`config.mk`:
```
export PLATFORM = sky130hd
export DESIGN_NAME = branch_recovery_ctrl
export DESIGN_NICKNAME = d
export VERILOG_FILES = /design/src/rtl/core_pkg.sv /design/src/rtl/rob_age_cmp.sv /design/src/rtl/branch_recovery_ctrl.sv
export SDC_FILE = /design/constraint.sdc
export NUM_CORES = 1
export LEC_CHECK = 0
export ABC_AREA = 1
export BUFFER_PORTS_ARGS = -buffer_cell sky130_fd_sc_hd__buf_2
export CAP_MARGIN = 20
export CORE_ASPECT_RATIO = 0.7
export CORE_MARGIN = 4
export CORE_UTILIZATION = 50
export CTS_BUF_LIST = sky130_fd_sc_hd__clkbuf_16
export DETAILED_ROUTE_END_ITERATION = 16
export GPL_ROUTABILITY_DRIVEN = 0
export GPL_TIMING_DRIVEN = 0
export PLACE_DENSITY = 0.74
export RECOVER_POWER = 100
export SYNTH_ARGS = -nofsm -noshare
export SYNTH_HDL_FRONTEND = slang
export SYNTH_SLANG_ARGS = --single-unit
```
`constraint.sdc`:
```
create_clock -name clk -period 3.8 [get_ports clk]
set_input_delay 0.57 -clock clk [delete_from_list [all_inputs] [get_ports clk]]
set_output_delay 0.57 -clock clk [all_outputs]
set_load 0.03 [all_outputs]
```
`src/rtl/core_pkg.sv`:
```
// Shared definitions for the branch-recovery slice: ROB geometry, the branch
// result bundle and the recovery FSM state encoding.
package core_pkg;

    localparam int ROB_DEPTH = 32;
    localparam int TAG_W     = $clog2(ROB_DEPTH);
    localparam int XLEN      = 32;

    // Resolved branch outcome as produced by fu_branch.
    typedef struct packed {
        logic             done;
        logic             mispredict;
        logic             hit;
        logic [TAG_W-1:0] tag;
        logic [XLEN-1:0]  pc;
    } b_data_t;

    typedef enum logic [2:0] {
        ST_IDLE,
        ST_FLUSH,
        ST_WALK,
        ST_RESTORE,
        ST_REDIRECT
    } recov_state_e;

endpackage

```
`src/rtl/rob_age_cmp.sv`:
```
// Relative age of two ROB tags. Age is distance from the ROB head, so the
// comparison stays correct when the circular buffer has wrapped.
module rob_age_cmp #(
    parameter int TAG_W = core_pkg::TAG_W
) (
    input  logic [TAG_W-1:0] a,
    input  logic [TAG_W-1:0] b,
    input  logic [TAG_W-1:0] head,
    output logic             a_older
);
    import core_pkg::*;

    logic [TAG_W-1:0] age_a;
    logic [TAG_W-1:0] age_b;

    // Modular subtraction wraps naturally at TAG_W bits.
    assign age_a   = a - head;
    assign age_b   = b - head;
    assign a_older = (age_a < age_b);

endmodule

```
`src/rtl/branch_recovery_ctrl.sv`:
```
// Branch recovery controller: frees checkpoints on correct predictions and,
// on a mispredict, sequences flush -> ROB walk (youngest to branch+1) ->
// rename checkpoint restore -> fetch redirect. All outputs are registered and
// pulse one cycle after the FSM state that produces them.
module branch_recovery_ctrl #(
    parameter int ROB_DEPTH = core_pkg::ROB_DEPTH,
    parameter int TAG_W     = core_pkg::TAG_W,
    parameter int XLEN      = core_pkg::XLEN
) (
    input  logic             clk,
    input  logic             reset,
    input  logic             b_done,
    input  logic             b_mispredict,
    input  logic             b_hit,
    input  logic [TAG_W-1:0] b_tag,
    input  logic [XLEN-1:0]  b_pc,
    input  logic [TAG_W-1:0] rob_head,
    input  logic [TAG_W-1:0] rob_tail,
    output logic             flush_valid,
    output logic [TAG_W-1:0] flush_tag,
    output logic             walk_valid,
    output logic [TAG_W-1:0] walk_idx,
    output logic             ckpt_restore,
    output logic             ckpt_free,
    output logic [TAG_W-1:0] ckpt_tag,
    output logic             redirect_valid,
    output logic [XLEN-1:0]  redirect_pc,
    output logic             busy
);
    import core_pkg::*;

    localparam logic [TAG_W-1:0] ONE      = TAG_W'(1);
    localparam logic [TAG_W-1:0] LAST_IDX = TAG_W'(ROB_DEPTH - 1);

    recov_state_e     state_q, state_d;
    logic [TAG_W-1:0] cap_tag_q, cap_tag_d;
    logic [XLEN-1:0]  cap_pc_q, cap_pc_d;
    logic [TAG_W-1:0] walk_ptr_q, walk_ptr_d;
    logic             hold_valid_q, hold_valid_d;
    logic [TAG_W-1:0] hold_tag_q, hold_tag_d;

    logic             flush_valid_d, walk_valid_d, ckpt_restore_d, ckpt_free_d;
    logic             redirect_valid_d, busy_d;
    logic [TAG_W-1:0] flush_tag_d, walk_idx_d, ckpt_tag_d;
    logic [XLEN-1:0]  redirect_pc_d;

    logic             mp_req, hit_req;
    logic             mp_older, hit_older;
    logic             restart, free_req;
    logic [TAG_W-1:0] tail_m1;

    assign mp_req  = b_done & b_mispredict;
    // A result with both bits set is a mispredict; it never frees.
    assign hit_req = b_done & b_hit & ~b_mispredict;
    assign tail_m1 = rob_tail - ONE;

    // Recapture test: is the incoming mispredict older than the one in flight?
    rob_age_cmp #(.TAG_W(TAG_W)) u_mp_cmp (
        .a       (b_tag),
        .b       (cap_tag_q),
        .head    (rob_head),
        .a_older (mp_older)
    );

    // Hit filter: hits younger than the recovering branch are already squashed.
    rob_age_cmp #(.TAG_W(TAG_W)) u_hit_cmp (
        .a       (b_tag),
        .b       (cap_tag_q),
        .head    (rob_head),
        .a_older (hit_older)
    );

    // Next-state and next-output decode for the recovery FSM.
    always_comb begin
        // NOTE: every signal gets a default before any branch so no latch is inferred.
        state_d          = state_q;
        cap_tag_d        = cap_tag_q;
        cap_pc_d         = cap_pc_q;
        walk_ptr_d       = walk_ptr_q;
        hold_valid_d     = hold_valid_q;
        hold_tag_d       = hold_tag_q;
        flush_valid_d    = 1'b0;
        flush_tag_d      = flush_tag;
        walk_valid_d     = 1'b0;
        walk_idx_d       = walk_idx;
        ckpt_restore_d   = 1'b0;
        ckpt_free_d      = 1'b0;
        ckpt_tag_d       = ckpt_tag;
        redirect_valid_d = 1'b0;
        redirect_pc_d    = redirect_pc;
        restart          = 1'b0;
        free_req         = 1'b0;

        if (state_q == ST_IDLE) begin
            if (mp_req) begin
                cap_tag_d = b_tag;
                cap_pc_d  = b_pc;
                state_d   = ST_FLUSH;
            end else if (hit_req) begin
                free_req = 1'b1;
            end
        end else begin
            if (mp_req && mp_older) begin
                // Older mispredict supersedes the current recovery entirely.
                cap_tag_d = b_tag;
                cap_pc_d  = b_pc;
                state_d   = ST_FLUSH;
                restart   = 1'b1;
            end else if (hit_req && hit_older) begin
                free_req = 1'b1;
            end

            if (!restart) begin
                case (state_q)
                    ST_FLUSH: begin
                        flush_valid_d = 1'b1;
                        flush_tag_d   = cap_tag_q;
                        walk_ptr_d    = tail_m1;
                        state_d       = (tail_m1 == cap_tag_q) ? ST_RESTORE : ST_WALK;
                    end
                    ST_WALK: begin
                        walk_valid_d = 1'b1;
                        walk_idx_d   = walk_ptr_q;
                        if (walk_ptr_q == cap_tag_q + ONE) begin
                            state_d = ST_RESTORE;
                        end else begin
                            walk_ptr_d = (walk_ptr_q == '0) ? LAST_IDX : walk_ptr_q - ONE;
                        end
                    end
                    ST_RESTORE: begin
                        ckpt_restore_d = 1'b1;
                        ckpt_tag_d     = cap_tag_q;
                        state_d        = ST_REDIRECT;
                    end
                    ST_REDIRECT: begin
                        redirect_valid_d = 1'b1;
                        redirect_pc_d    = cap_pc_q;
                        state_d          = ST_IDLE;
                    end
                    default: ;
                endcase
            end
        end

        // ckpt_tag is shared by restore and free; a free that lands on the
        // restore cycle parks in the hold register and goes out next cycle.
        if (ckpt_restore_d) begin
            if (free_req) begin
                hold_valid_d = 1'b1;
                hold_tag_d   = b_tag;
            end
        end else if (hold_valid_q) begin
            ckpt_free_d  = 1'b1;
            ckpt_tag_d   = hold_tag_q;
            hold_valid_d = free_req;
            hold_tag_d   = b_tag;
        end else if (free_req) begin
            ckpt_free_d = 1'b1;
            ckpt_tag_d  = b_tag;
        end

        busy_d = (state_d != ST_IDLE);
    end

    // State, captured branch and registered outputs; reset abandons recovery.
    always_ff @(posedge clk or posedge reset) begin
        if (reset) begin
            state_q        <= ST_IDLE;
            cap_tag_q      <= '0;
            cap_pc_q       <= '0;
            walk_ptr_q     <= '0;
            hold_valid_q   <= 1'b0;
            hold_tag_q     <= '0;
            flush_valid    <= 1'b0;
            flush_tag      <= '0;
            walk_valid     <= 1'b0;
            walk_idx       <= '0;
            ckpt_restore   <= 1'b0;
            ckpt_free      <= 1'b0;
            ckpt_tag       <= '0;
            redirect_valid <= 1'b0;
            redirect_pc    <= '0;
            busy           <= 1'b0;
        end else begin
            // NOTE: non-blocking assignments so every flop samples pre-edge values.
            state_q        <= state_d;
            cap_tag_q      <= cap_tag_d;
            cap_pc_q       <= cap_pc_d;
            walk_ptr_q     <= walk_ptr_d;
            hold_valid_q   <= hold_valid_d;
            hold_tag_q     <= hold_tag_d;
            flush_valid    <= flush_valid_d;
            flush_tag      <= flush_tag_d;
            walk_valid     <= walk_valid_d;
            walk_idx       <= walk_idx_d;
            ckpt_restore   <= ckpt_restore_d;
            ckpt_free      <= ckpt_free_d;
            ckpt_tag       <= ckpt_tag_d;
            redirect_valid <= redirect_valid_d;
            redirect_pc    <= redirect_pc_d;
            busy           <= busy_d;
        end
    end

    // A mispredict against an empty ROB has no valid branch entry to recover to.
    a_mispredict_nonempty: assert property (
        @(posedge clk) disable iff (reset)
        (b_done && b_mispredict) |-> (rob_tail != rob_head)
    );

endmodule

```
Yosys cells after proc, flatten, opt, wreduce, memory -nomap -nowiden
Cells that the tools add are included.
{"block": "totals", "register_bits": 104, "inputBits": 52, "word_cells": 101}
{"block": "classes", "add_sub_neg": 5, "n_lt_le_gt_ge": 1, "eq_ne": 9, "muxes": 50, "n_bitwise": 6, "reduce_logical": 14}
{"operator": "32-bit 2-to-1 mux", "n": 3}
{"operator": "5-bit 2-to-1 mux", "n": 14}
{"operator": "1-bit 2-to-1 mux", "n": 26}
{"operator": "3-bit 2-to-1 mux", "n": 5}
{"operator": "3-bit case mux with 4 select lines", "n": 1}
{"operator": "5-bit equality test", "n": 2}
{"operator": "5-bit case mux with 2 select lines", "n": 1}
{"operator": "5-bit by 1-bit subtractor with 5-bit output, second input constant", "n": 2}
{"operator": "5-bit subtractor", "n": 2}
{"operator": "3-bit AND reduction", "n": 3}
{"operator": "3-bit by 2-bit equality test with 1-bit output, second input constant", "n": 2}
{"operator": "2-bit nonzero test", "n": 3}
{"operator": "5-bit by 1-bit adder with 5-bit output, second input constant", "n": 1}
{"operator": "5-bit zero test", "n": 1}
{"operator": "5-bit less-than comparator", "n": 1}
{"operator": "2-bit != test, second input constant", "n": 2}
{"operator": "2-bit AND reduction", "n": 2}
{"operator": "4-bit AND reduction", "n": 1}
{"operator": "1-bit AND", "n": 3}
{"operator": "3-bit by 1-bit equality test with 1-bit output, second input constant", "n": 1}
{"operator": "3-bit equality test, second input constant", "n": 1}
{"operator": "3-bit zero test", "n": 1}
{"operator": "1-bit NOT", "n": 3}
{"operator": "3-bit nonzero test", "n": 1}
{"operator": "other kinds (2)", "n": 3}

Depth between registers and ports, before layout
{"block": "depth", "depth_word": 10, "depth_mapped": 18}

Hierarchy
Synthesis repeated with hierarchy kept, for this count alone.
{"block": "unflattened", "cells_unflattened": 670, "hier_area_um2": 5434.0}
{"mod": "branch_recovery_ctrl", "instances": 1, "cells_each": 510, "area_per_inst_um2": 4500.6, "seq_area_each_um2": 2602.5}
{"mod": "rob_age_cmp", "instances": 2, "cells_each": 80, "area_per_inst_um2": 466.7, "seq_area_each_um2": 0.0}

Worst setup path before layout
OpenSTA, ideal clock, no wires.
{"block": "synth_path", "path_type": "input port to flip-flop", "start": "in b_tag[0]", "end": "reg redirect_pc[18]", "setup_ps": 74, "arrival_ps": 2685, "required_time_ps": 3726, "slack_ps": 1041, "stages": 16, "path_buffers": 2, "path_cell_list": "inv_1 > ha_1 > inv_1 > fa_1 > a31oi_1 > xor2_1 > ha_1 > nand2_1 > inv_1 > nand2_1 > nand4_4 > nand2_1 > buf_4 > buf_2 > nand2_1 > o21ai_2"}
{"block": "synth_via", "elab_chain_len": 7}
{"element": "start, declared", "line_no": "branch_recovery_ctrl.sv:15", "text": "input logic [TAG_W-1:0] b_tag,"}
{"element": "5-bit subtractor", "line_no": "rob_age_cmp.sv:17", "text": "assign age_a = a - head;"}
{"element": "5-bit less-than comparator", "line_no": "rob_age_cmp.sv:19", "text": "assign a_older = (age_a < age_b);"}
{"element": "1-bit logical AND", "line_no": "branch_recovery_ctrl.sv:103", "text": "if (mp_req && mp_older) begin"}
{"element": "1-bit 2-to-1 mux", "line_no": "branch_recovery_ctrl.sv:103"}
{"element": "1-bit 2-to-1 mux", "line_no": "branch_recovery_ctrl.sv:94", "text": "if (state_q == ST_IDLE) begin"}
{"element": "1-bit NOT (no source line)"}
{"element": "3-bit AND reduction (no source line)"}
{"element": "end signal, assigned", "line_no": "branch_recovery_ctrl.sv:200", "text": "redirect_pc <= redirect_pc_d;"}
{"element": "end, declared", "line_no": "branch_recovery_ctrl.sv:27", "text": "output logic [XLEN-1:0] redirect_pc,"}
No other way between the ends. The select of a mux whose other input is x is not followed.
A chain may end at the register's enable or synchronous reset.

Worst setup path after layout
{"block": "layout_path", "start": "reg cap_tag_q[0]", "end": "reg cap_tag_q[3]"}
{"block": "layout_via", "elab_chain_len": 5}
{"element": "start, declared", "line_no": "branch_recovery_ctrl.sv:36", "text": "logic [TAG_W-1:0] cap_tag_q, cap_tag_d;"}
{"element": "start signal, assigned", "line_no": "branch_recovery_ctrl.sv:187", "text": "cap_tag_q <= cap_tag_d;"}
{"element": "5-bit subtractor", "line_no": "rob_age_cmp.sv:18", "text": "assign age_b = b - head;"}
{"element": "5-bit less-than comparator", "line_no": "rob_age_cmp.sv:19"}
{"element": "1-bit logical AND", "line_no": "branch_recovery_ctrl.sv:103"}
{"element": "2-bit nonzero test (no source line)"}
{"element": "2-bit AND reduction (no source line)"}
No other way between the ends.

==> results_tabular.tex <==
\begin{tabular}{lr}
\hline
Metric & Value \\
\hline
\multicolumn{2}{l}{\textbf{Power}} \\
Sequential cell fraction of total power & 0.365 \\
Share of total power in the clock network & 0.154 \\
Fraction of power consumed by combinational cells & 0.481 \\
PD cells & 885 mW/mm2 \\
Standby leakage power & 0.00310 uW \\
Net switching share of the total power & 0.465 \\
Peak supply drop & 590 uV \\
Net Switching & 2430 uW \\
Cell-internal power & approximately 2800 uW \\
\multicolumn{2}{l}{\textbf{Floorplan}} \\
Total die area & 0.0119 mm2 \\
Count of boundary I/O pins & 105 \\
Floorplan die height & 92.4 um \\
Starting density of the core & 0.519 \\
Width of the die & between 100 and 150 um \\
Core box area & 0.00980 mm2 \\
\# rows & 30 \\
\multicolumn{2}{l}{\textbf{Logic synthesis}} \\
Share of cell area taken by muxes after synthesis & 0 \\
Post-Synthesis Cell Area & 0.00509 mm2 \\
Count of flip-flops with a built-in enable after synthesis & 0 \\
Fraction of the mapped netlist area in compound gates & 0.116 \\
Synth cell types & 29 \\
Count of state elements after synthesis & 104 \\
Adder and majority gate portion of the synthesized area & 0.0448 \\
Number of cells produced by synthesis & between 600 and 700 \\
Synth Warn \# & 0 \\
Most frequently used flop master after synthesis & dfrtp\_1 \\
Ys async rst share & 1.00 \\
Synthesized area divided by synthesized cell count & 8.37 um2 \\
Mapped Nets & $\sim$680 \\
Dominant combinational cell family by area after synthesis & simple AND/OR/NAND/NOR gates \\
Register area share after synthesis & 0.512 \\
XOR/XNOR Fraction of Synth Area & 0.0258 \\
Simple logic cell fraction of the synthesized area & 0.220 \\
\multicolumn{2}{l}{\textbf{Worst setup path}} \\
Critical path destination & cap\_tag\_q[3]\$\_DFFE\_PP0P\_ \\
Worst flop-to-flop path endpoint & cap\_tag\_q[3]\$\_DFFE\_PP0P\_ \\
Library cell contributing the largest single delay on the critical path & dfrtp\_1 \\
Required time of the critical path & 4.05 ns \\
Biggest cell delay along the critical path & roughly 0.46 ns \\
Beginning of the worst register-to-register path & cap\_tag\_q[0]\$\_DFFE\_PP0P\_ \\
CP Class & reg2reg \\
Register-to-register setup slack & 0.54 ns \\
Crit path capture type & flop \\
Cells traversed along the worst timing path & inv\_1, ha\_1, inv\_1, fa\_1, nand3\_1, nand2\_1, xnor2\_1, ha\_1, nand2\_1, inv\_1, nand2\_1, nand4\_4, o21ai\_2, buf\_4, clkbuf\_1, nand2\_1, o21ai\_0 \\
Crit path max fanout & 10 \\
CP Data Arrival Time & about 3.5 ns \\
Critical Path Start Type & flop \\
Critical path's most frequent cell & nand2\_1 \\
Logic depth of the worst register-to-register path & 17 \\
Worst setup path start & cap\_tag\_q[0]\$\_DFFE\_PP0P\_ \\
\multicolumn{2}{l}{\textbf{Global route}} \\
Number of global-route vias before repair & 4218 \\
Overall overflow remaining after global route & 0 \\
Initial antenna violation count & 0 \\
Global-route wire length before repair & 20200 um \\
Maximum number of pins on one net before global-route repair & 65 \\
Total routing resource utilization after global routing & 0.210 \\
\multicolumn{2}{l}{\textbf{Placement}} \\
I/O Buffers & between 100 and 150 \\
Pre-CTS worst setup slack & 0.487 ns \\
Placed wire-length estimate & 9000 um \\
Count of placed standard cells including taps & 841 \\
\multicolumn{2}{l}{\textbf{Clock network}} \\
Sink Count & $\sim$100 \\
Quantity of gates resized following cts & 0 \\
Clock tree root driver cell & clkbuf\_16 \\
Number of buffers inserted by hold repair at cts & 0 \\
Later-pin clock latency in the skew report & 0.33 ns \\
Number of setup buffers added after CTS & 0 \\
Number of buffers on the longest clock path & 2 \\
CTS HTree Levels & 3 \\
Clock-pin slew on the worst setup and hold paths & $\sim$0.070 ns \\
CTS tree & done \\
Number of clock buffers inserted by TritonCTS & 9 \\
\multicolumn{2}{l}{\textbf{Routing}} \\
Vias per cell & 4.97 \\
Via count & 4253 \\
Starting DRT DRC Count & 251 \\
Post-Route WL & 11900 um \\
Residual DRC & 0 \\
First-pass iteration count of the detailed router & 5 \\
WL per Instance & around 14 um \\
Remaining number of nets flagged by the antenna check after routing & 0 \\
\multicolumn{2}{l}{\textbf{Hold path}} \\
Worst hold-check path type & in2reg \\
\multicolumn{2}{l}{\textbf{Run status}} \\
Status & complete, but fails checks \\
Violated checks & max-capacitance violations, max-slew violations \\
\multicolumn{2}{l}{\textbf{STA}} \\
Worst Max-Slew Pin Slew & about 1.7 ns \\
Total of endpoints with negative setup slack in the final report & 0 \\
Final critical delay including setup and external delays & 3.26 ns \\
Final Hold Vio Count & 0 \\
Setup repair after global routing missed its margin & false \\
Max-slew violation count & approximately 110 \\
Clock Skews & 0.0135 ns \\
Timing-limited maximum frequency & 307 MHz \\
Slew margin rel. & -0.156 \\
Setup Total Neg Slack & 0 ns \\
Final setup slack of the worst path & 0.541 ns \\
Share of the clock period used by the worst path after layout & 0.858 \\
Worst Hold Margin & 0.448 ns \\
\multicolumn{2}{l}{\textbf{Layout}} \\
Fraction of layout instances using a drive strength above 1 & 0.128 \\
Combined flip-flop and latch cell area & 0.00260 mm2 \\
Layout net count & $\sim$800 \\
Layout area overhead & 16.3\% \\
Non-filler cells in the finished layout & 856 \\
Diodes inserted & 0 \\
Fill cell total of the finished layout & 920 \\
Multi-input logic area & 0.00203 mm2 \\
\multicolumn{2}{l}{\textbf{Job}} \\
Max-cap violations & 2 \\
\hline
\end{tabular}
cells in the mapped netlist, types with 3 or more instances:
| cell | count | area (um2) |
|---|---|---|
| o21ai_2 | 11 | 96.3 |
| ha_1 | 15 | 188 |
| nand2_2 | 3 | 18.8 |
| o21ai_1 | 59 | 295 |
| inv_1 | 77 | 289 |
| nand3_1 | 37 | 185 |
| a21oi_1 | 3 | 15.0 |
| nor2_1 | 19 | 71.3 |
| dfrtp_1 | 104 | 2600 |
| xnor2_1 | 8 | 70.1 |
| nand2_1 | 197 | 739 |
| buf_4 | 7 | 52.6 |
| inv_2 | 3 | 11.3 |
| xor2_1 | 7 | 61.3 |
| nor2_4 | 3 | 33.8 |
| o21ai_0 | 29 | 145 |
| buf_2 | 11 | 55.1 |
power by group through the flow:
stage	registers (uW)	logic, uW	clock network [uW]
after floorplan	2310	1560	0
after global placement	1900	2620	0
after detailed placement	1920	2710	0
after CTS	1900	2720	824
after global routing	1970	2860	875
final	1910	2520	804
worst min-delay path by stage:
stage                                      startpoint                     endpoint  slack [ns]  depth (start not counted)
after floorplan             hold_tag_q[4]$_DFFE_PP0P_    hold_tag_q[4]$_DFFE_PP0P_        0.47                          2
after global placement        walk_idx[2]$_DFFE_PP0P_      walk_idx[2]$_DFFE_PP0P_        0.46                          2
after detailed placement  redirect_pc[24]$_DFFE_PP0P_  redirect_pc[24]$_DFFE_PP0P_        0.47                          2
after CTS                                       reset      cap_pc_q[8]$_DFFE_PP0P_        0.30                          2
after global routing                         b_pc[25]     cap_pc_q[25]$_DFFE_PP0P_        0.45                          3
final                                        b_pc[27]     cap_pc_q[27]$_DFFE_PP0P_        0.45                          3
area by class of cell:
cell class                      count  area share
Clock inverter                      6     0.00508
Inverter                           80      0.0510
Sequential cell                   104       0.440
Timing Repair Buffer              105      0.0776
Multi-Input combinational cell    404       0.343
Tap cell                          128      0.0271
Buffer                             20      0.0184
Clock buffer                        9      0.0381
cell usage in the layout (no fill, tap or decap), types with 8 or more instances in the layout:
cell / netlist / routed
nand2_1: 197 / 198
dfrtp_1: 104 / 104
o21ai_0: 29 / 86
inv_1: 77 / 80
clkbuf_1: 2 / 60
buf_2: 11 / 57
nand3_1: 37 / 37
nor2_1: 19 / 20
ha_1: 15 / 15
o21ai_1: 59 / 10
clkbuf_16: 0 / 9
xnor2_1: 8 / 8
worst max-delay path, delay by kind of cell (launching register included):
kind,cells,cell delay [ns]
fa+ha+maj,3,0.89
buf+inv,5,0.80
xor+xnor,1,0.13
simple gates,6,0.65
flops,1,0.46
compound gates,2,0.22
kinds of logic (layout without fill, tap and decap cells):
group,count (synthesis),in the layout
and+or+nand+nor,265,265
AOI/OAI and AO/OA,107,107
DFF,104,104
buffers and inverters,100,220
adders and majority gates,17,17
xor gates and xnor gates,15,15
state kept, by name, indices dropped and copies added, names as in the netlist, 5 cells and up:
register,flops
ckpt_tag,5
cap_tag_q,5
walk_idx,5
hold_tag_q,5
redirect_pc,32
cap_pc_q,32
flush_tag,5
walk_ptr_q,5
per-layer routing:
layer	track usage	vias up	part of all wire
met5	0	-	0
met4	0.0411	0	0.0040
met3	0.0467	5	0.061
met2	0.319	113	0.45
met1	0.311	1988	0.48
li1	-	2147	-
stage by stage:
stage	area, um2	util	power [uW]
after floorplan	5090	-	3870
after global placement	5770	0.589	4520
after detailed placement	5800	0.592	4620
after CTS	6050	0.618	5440
after global routing	5920	0.604	5700
final	5920	0.604	5230
(Power assumes the default switching activity.)
